[config.mk]
export PLATFORM = sky130hd
export DESIGN_NAME = tiny16_bus_arbiter_flat
export DESIGN_NICKNAME = d
export VERILOG_FILES = /design/src/rtl/tiny16_bus_arbiter_pkg.sv /design/src/rtl/tiny16_bus_arbiter_if.sv /design/src/rtl/tiny16_bus_arbiter_rr_arbiter2.sv /design/src/rtl/tiny16_bus_arbiter.sv /design/src/flat_wrapper.sv
export SDC_FILE = /design/constraint.sdc
export NUM_CORES = 1
export LEC_CHECK = 0
export ABC_AREA = 1
export BUFFER_PORTS_ARGS = -buffer_cell sky130_fd_sc_hd__buf_4
export CORE_AREA = 2 2 103 105
export CTS_CLUSTER_DIAMETER = 80
export DETAILED_ROUTE_END_ITERATION = 10
export DIE_AREA = 0 0 105 107
export PLACE_DENSITY_LB_ADDON = 0.08
export SYNTH_ARGS = -nofsm -noshare
export SYNTH_HDL_FRONTEND = slang
export SYNTH_SLANG_ARGS = --single-unit
export TNS_END_PERCENT = 1
[constraint.sdc]
create_clock -name clk -period 2.5 [get_ports clk]
set_input_delay 0.25 -clock clk [delete_from_list [all_inputs] [get_ports clk]]
set_output_delay 0.25 -clock clk [all_outputs]
set_load 0.01 [all_outputs]
[src/rtl/tiny16_bus_arbiter_pkg.sv]
// Shared constants and types for the tiny16 bus arbiter: region codes,
// FSM state encoding and wait-counter width.
package tiny16_bus_pkg;

  localparam int DATA_W    = 16;
  localparam int WAIT_BITS = 4;

  localparam logic [1:0] REG_MEM  = 2'd0;
  localparam logic [1:0] REG_PORT = 2'd3;

  typedef enum logic [1:0] {
    IDLE   = 2'd0,
    ACCESS = 2'd1,
    ACK    = 2'd2
  } state_e;

  function automatic logic [1:0] region_of(input logic [DATA_W-1:0] addr);
    return addr[DATA_W-1 -: 2];
  endfunction

  function automatic logic is_mapped(input logic [1:0] region);
    return (region == REG_MEM) || (region == REG_PORT);
  endfunction

endpackage

[src/rtl/tiny16_bus_arbiter_if.sv]
// One master's request/ack handshake on the tiny16 bus.
interface tiny16_bus_if;
  import tiny16_bus_pkg::*;

  logic              req;
  logic              we;
  logic [DATA_W-1:0] addr;
  logic [DATA_W-1:0] wdata;
  logic              ack;
  logic [DATA_W-1:0] rdata;

  modport master (
    output req, we, addr, wdata,
    input  ack, rdata
  );

  modport slave (
    input  req, we, addr, wdata,
    output ack, rdata
  );

endinterface

[src/rtl/tiny16_bus_arbiter_rr_arbiter2.sv]
// Combinational two-way round-robin pick; the caller keeps last_grant.
module tiny16_rr_arbiter2 (
  input  logic [1:0] req,
  input  logic       last_grant,
  output logic       gnt_valid,
  output logic       gnt_idx
);

  always_comb begin
    gnt_valid = |req;
    gnt_idx   = 1'b0;
    case (req)
      2'b01:   gnt_idx = 1'b0;
      2'b10:   gnt_idx = 1'b1;
      2'b11:   gnt_idx = ~last_grant;
      default: gnt_idx = 1'b0;
    endcase
  end

endmodule

[src/rtl/tiny16_bus_arbiter.sv]
// Two-master tiny16 bus arbiter: round-robin grant, region decode,
// wait-stated memory/port strobes and a one-cycle ack back to the winner.
module tiny16_bus_arbiter
  import tiny16_bus_pkg::*;
#(
  parameter int unsigned MEM_WAIT  = 1,
  parameter int unsigned PORT_WAIT = 0
) (
  input  logic              clk,
  input  logic              nreset,
  tiny16_bus_if.slave       m0,
  tiny16_bus_if.slave       m1,
  output logic [DATA_W-1:0] mem_addr,
  output logic [DATA_W-1:0] mem_wdata,
  output logic              mem_re,
  output logic              mem_we,
  input  logic [DATA_W-1:0] mem_rdata,
  output logic              port_re,
  output logic              port_we,
  input  logic [DATA_W-1:0] port_rdata,
  output logic              bus_err,
  output logic              grant
);

  localparam logic [WAIT_BITS-1:0] MEM_WAIT_C  = WAIT_BITS'(MEM_WAIT);
  localparam logic [WAIT_BITS-1:0] PORT_WAIT_C = WAIT_BITS'(PORT_WAIT);

  state_e                state_q, state_d;
  logic                  grant_q, grant_d;
  logic                  last_grant_q, last_grant_d;
  logic                  we_q, we_d;
  logic                  first_q, first_d;
  logic [WAIT_BITS-1:0]  cnt_q, cnt_d;
  logic [DATA_W-1:0]     addr_q, addr_d;
  logic [DATA_W-1:0]     wdata_q, wdata_d;
  logic [DATA_W-1:0]     rdata0_q, rdata0_d;
  logic [DATA_W-1:0]     rdata1_q, rdata1_d;

  logic                  arb_valid;
  logic                  arb_idx;
  logic                  sel_we;
  logic [DATA_W-1:0]     sel_addr;
  logic [DATA_W-1:0]     sel_wdata;
  logic [DATA_W-1:0]     slave_rdata;
  logic [1:0]            region_q;
  logic                  in_access;
  logic                  in_ack;
  logic                  is_mem;
  logic                  is_port;

  tiny16_rr_arbiter2 u_arb (
    .req        ({m1.req, m0.req}),
    .last_grant (last_grant_q),
    .gnt_valid  (arb_valid),
    .gnt_idx    (arb_idx)
  );

  always_ff @(posedge clk or negedge nreset) begin
    if (!nreset) begin
      state_q      <= IDLE;
      grant_q      <= 1'b0;
      last_grant_q <= 1'b1;
      we_q         <= 1'b0;
      first_q      <= 1'b0;
      cnt_q        <= '0;
      addr_q       <= '0;
      wdata_q      <= '0;
      rdata0_q     <= '0;
      rdata1_q     <= '0;
    end else begin
      state_q      <= state_d;
      grant_q      <= grant_d;
      last_grant_q <= last_grant_d;
      we_q         <= we_d;
      first_q      <= first_d;
      cnt_q        <= cnt_d;
      addr_q       <= addr_d;
      wdata_q      <= wdata_d;
      rdata0_q     <= rdata0_d;
      rdata1_q     <= rdata1_d;
    end
  end

  always_comb begin
    sel_addr    = arb_idx ? m1.addr  : m0.addr;
    sel_wdata   = arb_idx ? m1.wdata : m0.wdata;
    sel_we      = arb_idx ? m1.we    : m0.we;
    slave_rdata = (region_q == REG_PORT) ? port_rdata : mem_rdata;
  end

  always_comb begin
    state_d      = state_q;
    grant_d      = grant_q;
    last_grant_d = last_grant_q;
    we_d         = we_q;
    first_d      = first_q;
    cnt_d        = cnt_q;
    addr_d       = addr_q;
    wdata_d      = wdata_q;
    rdata0_d     = rdata0_q;
    rdata1_d     = rdata1_q;

    case (state_q)
      IDLE: begin
        if (arb_valid) begin
          grant_d      = arb_idx;
          last_grant_d = arb_idx;
          addr_d       = sel_addr;
          wdata_d      = sel_wdata;
          we_d         = sel_we;
          first_d      = 1'b1;
          case (region_of(sel_addr))
            REG_MEM: begin
              cnt_d   = MEM_WAIT_C;
              state_d = ACCESS;
            end
            REG_PORT: begin
              cnt_d   = PORT_WAIT_C;
              state_d = ACCESS;
            end
            // Unmapped: no slave is touched, answer with an error ack.
            default: begin
              cnt_d   = '0;
              state_d = ACK;
            end
          endcase
        end
      end

      ACCESS: begin
        first_d = 1'b0;
        if (cnt_q != '0) begin
          cnt_d = cnt_q - 1'b1;
        end else begin
          if (!we_q) begin
            if (grant_q) rdata1_d = slave_rdata;
            else         rdata0_d = slave_rdata;
          end
          state_d = ACK;
        end
      end

      ACK: begin
        state_d = IDLE;
      end

      default: begin
        state_d = IDLE;
      end
    endcase
  end

  // Strobes decode straight from flops so an async reset drops them at once.
  always_comb begin
    region_q  = region_of(addr_q);
    in_access = (state_q == ACCESS);
    in_ack    = (state_q == ACK);
    is_mem    = (region_q == REG_MEM);
    is_port   = (region_q == REG_PORT);
  end

  assign mem_re    = in_access && is_mem  && !we_q;
  assign mem_we    = in_access && is_mem  &&  we_q && first_q;
  assign port_re   = in_access && is_port && !we_q;
  assign port_we   = in_access && is_port &&  we_q && first_q;
  assign bus_err   = in_ack && !is_mapped(region_q);

  assign mem_addr  = addr_q;
  assign mem_wdata = wdata_q;
  assign grant     = grant_q;

  assign m0.ack    = in_ack && !grant_q;
  assign m1.ack    = in_ack &&  grant_q;
  assign m0.rdata  = bus_err ? '0 : rdata0_q;
  assign m1.rdata  = bus_err ? '0 : rdata1_q;

endmodule

[src/flat_wrapper.sv]
// flat-port wrapper written by rule: the top's interface ports become plain ports
module tiny16_bus_arbiter_flat import tiny16_bus_pkg::*;
#(
  parameter int unsigned MEM_WAIT  = 1,
  parameter int unsigned PORT_WAIT = 0
)
  (clk, nreset, mem_addr, mem_wdata, mem_re, mem_we, mem_rdata, port_re, port_we, port_rdata, bus_err, grant, m0_req, m0_we, m0_addr, m0_wdata, m0_ack, m0_rdata, m1_req, m1_we, m1_addr, m1_wdata, m1_ack, m1_rdata);
  tiny16_bus_if m0_i ();
  tiny16_bus_if m1_i ();
  input  logic clk;
  input  logic nreset;
  output logic [DATA_W-1:0] mem_addr;
  output logic [DATA_W-1:0] mem_wdata;
  output logic mem_re;
  output logic mem_we;
  input  logic [DATA_W-1:0] mem_rdata;
  output logic port_re;
  output logic port_we;
  input  logic [DATA_W-1:0] port_rdata;
  output logic bus_err;
  output logic grant;
  input wire logic [$bits(m0_i.req)-1:0] m0_req;
  input wire logic [$bits(m0_i.we)-1:0] m0_we;
  input wire logic [$bits(m0_i.addr)-1:0] m0_addr;
  input wire logic [$bits(m0_i.wdata)-1:0] m0_wdata;
  output wire logic [$bits(m0_i.ack)-1:0] m0_ack;
  output wire logic [$bits(m0_i.rdata)-1:0] m0_rdata;
  input wire logic [$bits(m1_i.req)-1:0] m1_req;
  input wire logic [$bits(m1_i.we)-1:0] m1_we;
  input wire logic [$bits(m1_i.addr)-1:0] m1_addr;
  input wire logic [$bits(m1_i.wdata)-1:0] m1_wdata;
  output wire logic [$bits(m1_i.ack)-1:0] m1_ack;
  output wire logic [$bits(m1_i.rdata)-1:0] m1_rdata;
  assign m0_i.req = m0_req;
  assign m0_i.we = m0_we;
  assign m0_i.addr = m0_addr;
  assign m0_i.wdata = m0_wdata;
  assign m0_ack = m0_i.ack;
  assign m0_rdata = m0_i.rdata;
  assign m1_i.req = m1_req;
  assign m1_i.we = m1_we;
  assign m1_i.addr = m1_addr;
  assign m1_i.wdata = m1_wdata;
  assign m1_ack = m1_i.ack;
  assign m1_rdata = m1_i.rdata;
  tiny16_bus_arbiter #(.MEM_WAIT(MEM_WAIT), .PORT_WAIT(PORT_WAIT)) u_core (.clk(clk), .nreset(nreset), .m0(m0_i), .m1(m1_i), .mem_addr(mem_addr), .mem_wdata(mem_wdata), .mem_re(mem_re), .mem_we(mem_we), .mem_rdata(mem_rdata), .port_re(port_re), .port_we(port_we), .port_rdata(port_rdata), .bus_err(bus_err), .grant(grant));
endmodule
==> impl_results.md, run 1 <==
* Seq cells post-synth at 74
* Pwr/cell area at between 1000 and 1500 mW/mm2
* Final period util at slightly above 80%
* Antenna-violating nets left at 0
* Worst reg2reg path endpoint: u_core.rdata1_q[9]$_DFFE_PN0P_
* CP Data Required Time at 2.25 ns
* CTS root buf: clkbuf_8
* Final setup TNS at 0 ns
* RSZ-0062 raised after global routing: no
* Port Buffer Count at 173
* Router iterations before antenna repair at 4
* Worst Hold Class: primary input to asynchronous set/reset pin
* Max-slew violations at 0
* Final setup violating endpoints at 0
* Slew HR at 37.5%
* Layout Skew at ~0.011 ns
* Fill cell count at 1032
* Total grt overflow at 0
* # rows at 37
* Drt total wl at 11.0 mm
* N_diodes at 0
* GRT Overall Usage at 19.8%
* First-pass GRT wire length at 18.0 mm
* Clk sink count at 74
* Fraction of layout cells with a size suffix above 1 at 28.0%
* CTS Buf Count at 9
* Leak Pwr at 3.40 nW
* Dpl cell area at between 0.005 and 0.006 mm2
* Hold-fix buffers, CTS at 0
* Via count of the first global-routing pass at 3875
* Final instance area at 0.00555 mm2
* Syn Area/Cell at around 6.9 um2
* Syn Nets at 679
* CTS tree: built
* Sequential-to-total area share from yosys stat at 47.0%
* Largest net degree at the start of global routing at 75
* CP Max Fanout at 33
* Synth area leader: dfrtp_1
* Die Y at 107 um
* Post-CTS sizing at 0
* Warnings from Yosys at 0
* Worst slew pin tran at around 0.94 ns
* Final GP Congestion at around 0.85
* Worst R2R Start: u_core.cnt_q[0]$_DFFE_PN0P_
* Post-DR vias/cell at 4.54
* Yosys top cell area share at 46.4%
* Unique masters post-synth at 25
* Initial DRC count at between 150 and 200
* DR vias at around 4000
* Initial antenna violation count at 0
* Final hold violation count at 0
* H-tree level count at 3
* Starting Density at 39.0%
* Type of origin of the critical path: flop
* Arr. time, crit path at roughly 1.8 ns
* Pre-CTS WS at 0.754 ns
* Maximum VDD drop at 0.000434 V
* Max-Cap Viols at 0
* Status: completed
* Crit path launch: u_core.mem_addr[14]$_DFFE_PN0P_
* R2R depth at 7
* Worst Setup Slack, final at 0.447 ns
* Area contributors post-synth: dfrtp_1, nand2_1, inv_1, nand3_1, buf_2
* Worst Setup EP: m0_rdata[12]
* Final net count at between 800 and 900
* Worst setup EP type: output pin
* Chip width at 105 um
* Area grow syn2layout at 40.9%
* Routed len/inst at about 13 um
* Max Clk Rate at around 0.49 GHz
* Mapped Cells at 572
* Clock-pin slew on the worst setup and hold paths at ~0.080 ns
* DP HPWL at 8.07 mm
* Post-CTS Setup Bufs at 0
* CORE AREA at 0.0101 mm2
* Post-synthesis cell area at 0.00394 mm2
* Later-pin clock latency in the skew report at ~0.34 ns
* Worst reg2reg setup slack at approximately 0.76 ns
* DRC Markers at 0
* Final Critical Period at 2.05 ns
* CTS max path bufs at 2
* CP Class: flop to output pin
* Die area at 0.0112 mm2
* IO Pins at between 150 and 200
worst min path at each step:
stage                                       to  cells after the start   start  slack (ns)
2_1_floorplan      u_core.cnt_q[0]$_DFFE_PN0P_                      0  nreset       -0.05
3_5_place_dp   u_core.mem_wdata[0]$_DFFE_PN0P_                      1  nreset        0.46
6_report       u_core.mem_wdata[0]$_DFFE_PN0P_                      1  nreset        0.03
4_1_cts        u_core.mem_wdata[0]$_DFFE_PN0P_                      1  nreset        0.08
5_1_grt         u_core.mem_addr[7]$_DFFE_PN0P_                      1  nreset        0.12
3_3_place_gp   u_core.mem_wdata[0]$_DFFE_PN0P_                      1  nreset        0.46
synth_stat cells, drive strengths merged:
cell	n
buf	21
clkbuf	3
dfrtp	73
dfstp	1
ha	5
inv	49
nand2	368
nand3	20
nand4	1
nor2	13
nor3	3
o21ai	14
xor2	1
stage by stage:
| step | std cells | power (mW) | util, % | hold WS, ns |
|---|---|---|---|---|
| CTS | 878 | 6.76 | 55.0 | 0.0800 |
| finish | 878 | 6.66 | 55.0 | 0.0336 |
| global route | 878 | 7.24 | 55.0 | 0.122 |
| global placement | 862 | 5.58 | 52.7 | 0.456 |
| detailed placement | 862 | 5.65 | 52.7 | 0.458 |
| floorplan | 572 | 4.09 | - | -0.0456 |
area by class of cell:
type / instances / area, um2 / share of cell area [%]
clock buffer: 12 / 165 / 2.97
clock inverter: 4 / 72.6 / 1.31
inverter: 49 / 189 / 3.40
multi-input combinational: 425 / 1770 / 31.8
sequential: 74 / 1850 / 33.4
tap: 136 / 170 / 3.06
timing repair buffer: 178 / 1340 / 24.1
metal layers:
metal	track usage, %	vias to the layer above	part of all wire (%)
met5	0	-	0
met4	5.05	0	0.59
met3	6.14	6	8.4
met2	33.3	154	48
met1	24.9	1800	43
li1	-	2025	-
power breakdown:
part / leakage [nW] / switching, mW / total (mW) / internal (mW)
clock: 0.119 / 0.442 / 1.08 / 0.643
combinational: 2.37 / 1.96 / 3.42 / 1.46
sequential: 0.907 / 0.374 / 2.15 / 1.78
total: 3.40 / 2.77 / 6.66 / 3.89
worst max-delay path, stage by stage (launching register included):
cell     delay [ns]
dfrtp_1        0.40
inv_1          0.06
ha_1           0.29
nand3_1        0.08
buf_4          0.31
nand2_1        0.12
inv_1          0.08
buf_4          0.11
cells in the final DEF (no fill, tap or decap), drive strengths merged, types with 2 or more instances in the layout:
cell type | netlist | final
nand3 | 20 | 20
nor3 | 3 | 3
ha | 5 | 5
clkbuf | 3 | 12
dfrtp | 73 | 73
nor2 | 13 | 13
inv | 49 | 49
o21ai | 14 | 14
nand2 | 368 | 368
buf | 21 | 178
bufinv | 0 | 2
logic make-up after synthesis:
family	count (synthesis)	synth area share [%]
xor+xnor	1	0.222
flops	74	47.0
compound gates	14	1.87
fa+ha+maj	5	1.59
buf+inv	73	8.13
simple gates	405	41.2
sequential cells by signal, summed over array words and instances, names as in the netlist:
name,cells
u_core.state_q,2
u_core.cnt_q,4
u_core.last_grant_q,1
u_core.mem_wdata,16
u_core.rdata0_q,16
u_core.mem_addr,16
u_core.we_q,1
u_core.grant,1
u_core.first_q,1
u_core.rdata1_q,16
No activity file was read; power rests on OpenSTA's default activity.
==> run 2, diff against run 1 <==
Settings changed: ABC_AREA 1 to 0, CORE_AREA 2 2 103 105 to 2 2 101 103, DIE_AREA 0 0 105 107 to 0 0 103 105.
Clock period 2.5 ns to 1.9 ns, I/O delays scaled along.
==> run 2 against run 1 <==
Effect of this change:
- global-route usage is 2.3 points lower
- synthesized cell count fell by 50%
- setup slack lost 0.43 ns
- routed wire length decreased by 16%
- utilization rose by 3.1 points
- sequential share of layout area decreased by 0.29 points
- synthesized area fell by 4.0%
- critical path type is now flop to flop
==> impl_results.md, run 2 <==
* Register area at between 0.0015 and 0.002 mm2
* Final period util at 99.3%
* Syn Area/Cell at 13.2 um2
* First-pass GRT wire length at 14.7 mm
* Worst Hold Class: primary input to flop
* Layout Skew at 0.00896 ns
* # rows at 36
* Die Y at between 100 and 150 um
* Clock-pin slew on the worst setup and hold paths at 0.08 ns
* Area grow syn2layout at 48.0%
* Yosys top cell area share at 48.3%
* Final GP Congestion at 0.794
* Mapped Cells at 287
* DRC Markers at 0
* DP HPWL at 6.92 mm
* CTS max path bufs at 2
* Post-synth EDFFs at 0
* Max-slew violations at 0
* Initial DRC count at 52
* Unique masters post-synth at 35
* Fraction of layout cells with a size suffix above 1 at 64.9%
* R2R depth at 6
* Starting Density at 39.3%
* Port Buffer Count at between 150 and 200
* RSZ-0062 raised after global routing: yes
* Finished Layout Cells at 609
* Leak Pwr at 2.63 nW
* Syn Nets at 394
* Arr. time, crit path at 2.11 ns
* Drt total wl at around 9.2 mm
* Fill cell count at 850
* Final Critical Period at 1.89 ns
* CTS root buf: clkbuf_8
* Chip width at 103 um
* Async SR Flop Fraction at 100%
* Total grt overflow at 0
* Final net count at 578
* Warnings from Yosys at 0
* CTS Buf Count at 9
* Seq cells post-synth at 74
* Initial antenna violation count at 0
* Worst setup EP type: flop
* Tot Pwr at ~8.7 mW
* Max Clk Rate at 0.530 GHz
* DR vias at 2911
* Final instance area at 0.00560 mm2
* Die area at 0.0108 mm2
* Hold path cells at 2
* Maximum VDD drop at 0.000676 V
* H-tree level count at 3
* CP Max Fanout at 16
* Final setup violating endpoints at 0
* Antenna-violating nets left at 0
* Final setup TNS at 0 ns
* CTS tree: built
* Sequential-to-total area share from yosys stat at 49.0%
* Final hold violation count at 0
* Most frequent cells in the layout: buf_4, mux2_2, dfrtp_1
* Dpl cell area at 0.00536 mm2
* Dpl cells at 592
* Area contributors post-synth: dfrtp_1, mux2_2, mux2_1, and2_1, ha_1
* Post-DR vias/cell at 4.78
* Commonest non-fill, non-tap cell in the layout: buf_4
* Multi-input logic area at approximately 0.0019 mm2
* Synth area leader: dfrtp_1
* Post-CTS Setup Bufs at 0
* CORE AREA at 0.00964 mm2
* N_diodes at 0
* CP Class: flop to flop
* Via count of the first global-routing pass at 2973
* Later-pin clock latency in the skew report at 0.35 ns
* Top_reg_cell synth: dfrtp_1
* Type of origin of the critical path: flop
* Routed len/inst at ~15 um
* Largest net degree at the start of global routing at 34
* GRT Overall Usage at 17.5%
* Router iterations before antenna repair at 4
* Top-count cell post-synth: mux2_2
* Post-synth top cells: mux2_2, dfrtp_1, and2_1
* Clk sink count at 74
* Post-synthesis cell area at 0.00378 mm2
* Pwr/cell area at 1550 mW/mm2
* Max-Cap Viols at 0
* IO Pins at about 170
* CP Data Required Time at approximately 2.1 ns
* Slew HR at 61.3%
* Status: completed
* Worst slew pin tran at 0.575 ns
==> run 2: cell types whose count changed in the layout (fill, tap and decap cells not counted), sizes merged, moves of 7 or more <==
cell / before / now
mux2: 0 / 111
nand3: 20 / 1
nand2: 368 / 3
buf: 178 / 187
o21ai: 14 / 7
nor2: 13 / 4
and2: 0 / 33
inv: 49 / 5
==> run 2: kinds of logic (layout without fill, tap and decap cells) <==
| family | after synthesis | count (layout) | synth area share [%] |
|---|---|---|---|
| AND/OR/NAND/NOR | 56 | 56 | 9.99 |
| adder cells (fa/ha/maj) | 5 | 5 | 1.65 |
| flip-flops | 74 | 74 | 49.0 |
| multiplexers | 114 | 114 | 33.8 |
| buffers and inverters | 20 | 209 | 2.45 |
| AO/OA/AOI/OAI | 18 | 18 | 3.11 |
==> run 2: report_power, final <==
part | switching, mW | leakage [nW] | internal, mW
clock network | 0.602 | 0.105 | 0.736
logic | 1.88 | 1.65 | 2.65
registers | 0.456 | 0.882 | 2.37
total | 2.94 | 2.63 | 5.76
==> run 2: area by class of cell <==
type | instances | area share, %
clock buffers | 9 | 2.21
inverters | 5 | 0.335
flip-flops and latches | 74 | 33.1
repair buffers | 188 | 26.4
multi-input cells | 193 | 33.4
well taps | 133 | 2.97
clock inverters | 7 | 1.68
==> run 2: metal layers <==
layer | routed length (um) | share of wire (%) | up-vias | track usage [%]
li1 | - | - | 1389 | -
met1 | 3990 | 43 | 1404 | 23.1
met2 | 4470 | 48 | 107 | 27.2
met3 | 637 | 6.9 | 11 | 5.08
met4 | 127 | 1.4 | 0 | 6.30
met5 | 0 | 0 | - | 0
==> run 2: critical path: stages (launching register included) <==
cell and delay (ns):
dfrtp_1 0.39, inv_1 0.09, ha_1 0.16, or3b_4 0.40, nor4_4 0.20, buf_12 0.20, mux2_1 0.33
==> run 2: metrics by stage <==
step                      worst slack, ns  hold WS [ns]  utilization [%]
after floorplan                   -0.0530        -0.106                -
after global placement             0.0908         0.162             55.6
after detailed placement           0.0335         0.164             55.6
after CTS                         0.00850        0.0226             57.9
after global routing              -0.0788        0.0449             58.1
final                              0.0137        0.0373             58.1
==> run 2: path summary, 6_finish.rpt <==
check	startpoint	slack [ns]	end
max in group asynchronous	nreset	0.95	u_core.we_q$_DFFE_PN0P_
worst max-delay path	u_core.cnt_q[1]$_DFFE_PN0P_	0.01	u_core.rdata0_q[8]$_DFFE_PN0P_
worst min-delay path	m0_req	0.04	u_core.last_grant_q$_DFFE_PN1P_
min in group asynchronous	nreset	0.32	u_core.mem_addr[2]$_DFFE_PN0P_
worst max register to register	u_core.cnt_q[1]$_DFFE_PN0P_	0.01	u_core.rdata0_q[8]$_DFFE_PN0P_
worst min register to register	u_core.rdata0_q[11]$_DFFE_PN0P_	0.49	u_core.rdata0_q[11]$_DFFE_PN0P_
==> run 2: repair_timing <==
| item | 4_1_cts | 5_1_grt |
|---|---|---|
| hold buffers | 1 | 0 |
| endpoints found under the hold margin | 30 | 0 |
| gates resized for setup | 0 | 7 |
| setup endpoints to repair | 0 | 40 |
==> run 3, diff against run 2 <==
Settings changed: CORE_AREA 2 2 101 103 to 5 5 86 128, DIE_AREA 0 0 103 105 to 0 0 91 133.
==> run 3 against run 2 <==
Effect of this change:
- first-iteration DRC count rose by 19%
- critical endpoint is now u_core.rdata0_q[4]$_DFFE_PN0P_
- flip-flop and latch count did not move
- largest cell class unchanged
- via count rose by 0.10%
- hold slack improved by 0.015 ns
- utilization fell by 0.59 points
- non-clock buffer count rose by 3
==> impl_results.md, run 3 (synthesis gave the netlist of run 2 again) <==
* Commonest non-fill, non-tap cell in the layout: buf_4
* Clock share of power at 18.8%
* N_diodes at 0
* Final setup TNS at 0 ns
* Dpl cells at 579
* Part of the power in registers at 31.3%
* Pint at between 6 and 7 mW
* Initial antenna violation count at 0
* CP Data Required Time at 2.11 ns
* Starting Density at 38.4%
* Die Y at 133 um
* CP Max Fanout at 16
* Clk sink count at between 70 and 80
* Routed len/inst at 15.6 um
* DP HPWL at 7.24 mm
* CP Class: flop to flop
* Antenna-violating nets left at 0
* CTS Buf Count at 9
* Layout Skew at just over 0.007 ns
* Core Util, Final at 57.5%
* GRT Overall Usage at 15.8%
* Final instance area at 0.00567 mm2
* Die area at 0.0121 mm2
* Maximum VDD drop at 0.000796 V
* Final setup violating endpoints at 0
* Largest net degree at the start of global routing at 40
* Routed met2 length at 4.91 mm
* Final period util at 98.1%
* Slew HR at 65.3%
* DRC Markers at 0
* Drt total wl at 9.32 mm
* Multi-input logic area at around 0.0019 mm2
* Post-DR vias/cell at 4.89
* Register area at 0.00185 mm2
* Via count of the first global-routing pass at 3253
* Final net count at just under 600
* Final hold violation count at 0
* Max-slew violations at 0
* RSZ-0062 raised after global routing: yes
* H-tree level count at 3
* CORE AREA at about 0.0099 mm2
* Type of origin of the critical path: flop
* Clock-pin slew on the worst setup and hold paths at around 0.060 ns
* WHS at around 0.052 ns
* Combinational power share at 49.9%
* Fraction of layout cells with a size suffix above 1 at 64.1%
* Later-pin clock latency in the skew report at 0.32 ns
* CTS max path bufs at 2
* Dpl cell area at 0.00535 mm2
* Worst setup EP type: flop
* Max Clk Rate at ~0.54 GHz
* Tot Pwr at 9.00 mW
* Initial DRC count at 62
* Post-CTS Setup Bufs at 0
* Final GP Congestion at 0.736
* WL met3 at 778 um
* # rows at 45
* Total grt overflow at 0
* Switching share of power at approximately 32%
* Max-Cap Viols at 0
* Pwr/cell area at about 1600 mW/mm2
* Slowest cell on the critical path: or3b_4
* Pre-CTS WS at 0.0281 ns
* Chip width at approximately 90 um
* Final Critical Period at 1.86 ns
* Worst Hold Class: primary input to flop
* Arr. time, crit path at 2.07 ns
* First-pass GRT wire length at 15.6 mm
* Fill cell count at 866
* CTS tree: built
* Top Layer Used: met4
* Most frequent cells in the layout: buf_4, mux2_2, dfrtp_1
* Area grow syn2layout at 49.8%
* CTS root buf: clkbuf_16
* DRT met1 WL at 3.53 mm
* Worst Setup Slack, final at about 0.037 ns
* Port Buffer Count at 173
* Finished Layout Cells at ~600
* CP peak stage delay at 0.39 ns
* Worst slew pin tran at 0.520 ns
* Crit-path cells: inv_1 -> ha_1 -> or3b_4 -> nor4_4 -> buf_12 -> mux2_2
* Status: completed
* Router iterations before antenna repair at 4
* DR vias at 2914
* Leak Pwr at 2.68 nW
* IO Pins at 174
* Switching power at 2.91 mW
[run 3: critical path, delay by kind of cell (launching register included)]
kind / cells / cell delay, ns
fa+ha+maj: 1 / 0.15
buf+inv: 2 / 0.28
flops: 1 / 0.38
mux: 1 / 0.34
simple gates: 2 / 0.59
[run 3: power groups by stage]
stage	clock, mW	sequential [mW]	combinational, mW
2_1_floorplan	0	2.92	2.28
3_3_place_gp	0	2.81	4.48
3_5_place_dp	0	2.85	4.54
4_1_cts	1.74	2.83	4.55
5_1_grt	1.80	2.95	4.90
6_report	1.69	2.82	4.49
[run 3: per-layer routing]
metal | vias to the layer above | track usage [%]
met5 | - | 0
met4 | 0 | 4.65
met3 | 9 | 6.03
met2 | 113 | 28.1
met1 | 1400 | 17.2
li1 | 1392 | -
[run 3: worst paths after layout]
check	startpoint	end	slack, ns	cells after the start
max	u_core.cnt_q[1]$_DFFE_PN0P_	u_core.rdata0_q[4]$_DFFE_PN0P_	0.04	6
min	m0_req	u_core.last_grant_q$_DFFE_PN1P_	0.05	2
min reg2reg	u_core.rdata0_q[11]$_DFFE_PN0P_	u_core.rdata0_q[11]$_DFFE_PN0P_	0.47	1
min in group asynchronous	nreset	u_core.rdata1_q[10]$_DFFE_PN0P_	0.39	2
max reg2reg	u_core.cnt_q[1]$_DFFE_PN0P_	u_core.rdata0_q[4]$_DFFE_PN0P_	0.04	6
max in group asynchronous	nreset	u_core.last_grant_q$_DFFE_PN1P_	0.83	3
[run 3: layout make-up]
class / instances / area share (%)
Multi-Input combinational cell: 193 / 32.9
Tap cell: 117 / 2.58
Inverter: 5 / 0.331
Sequential cell: 74 / 32.7
Clock inverter: 2 / 0.618
Timing Repair Buffer: 191 / 26.2
Clock buffer: 14 / 4.66
[run 3: timing repair]
| action | CTS | global route |
|---|---|---|
| setup endpoints to repair | 0 | 21 |
| endpoints found under the hold margin | 36 | 0 |
| resized for setup | 0 | 5 |
| hold buffers | 1 | 0 |
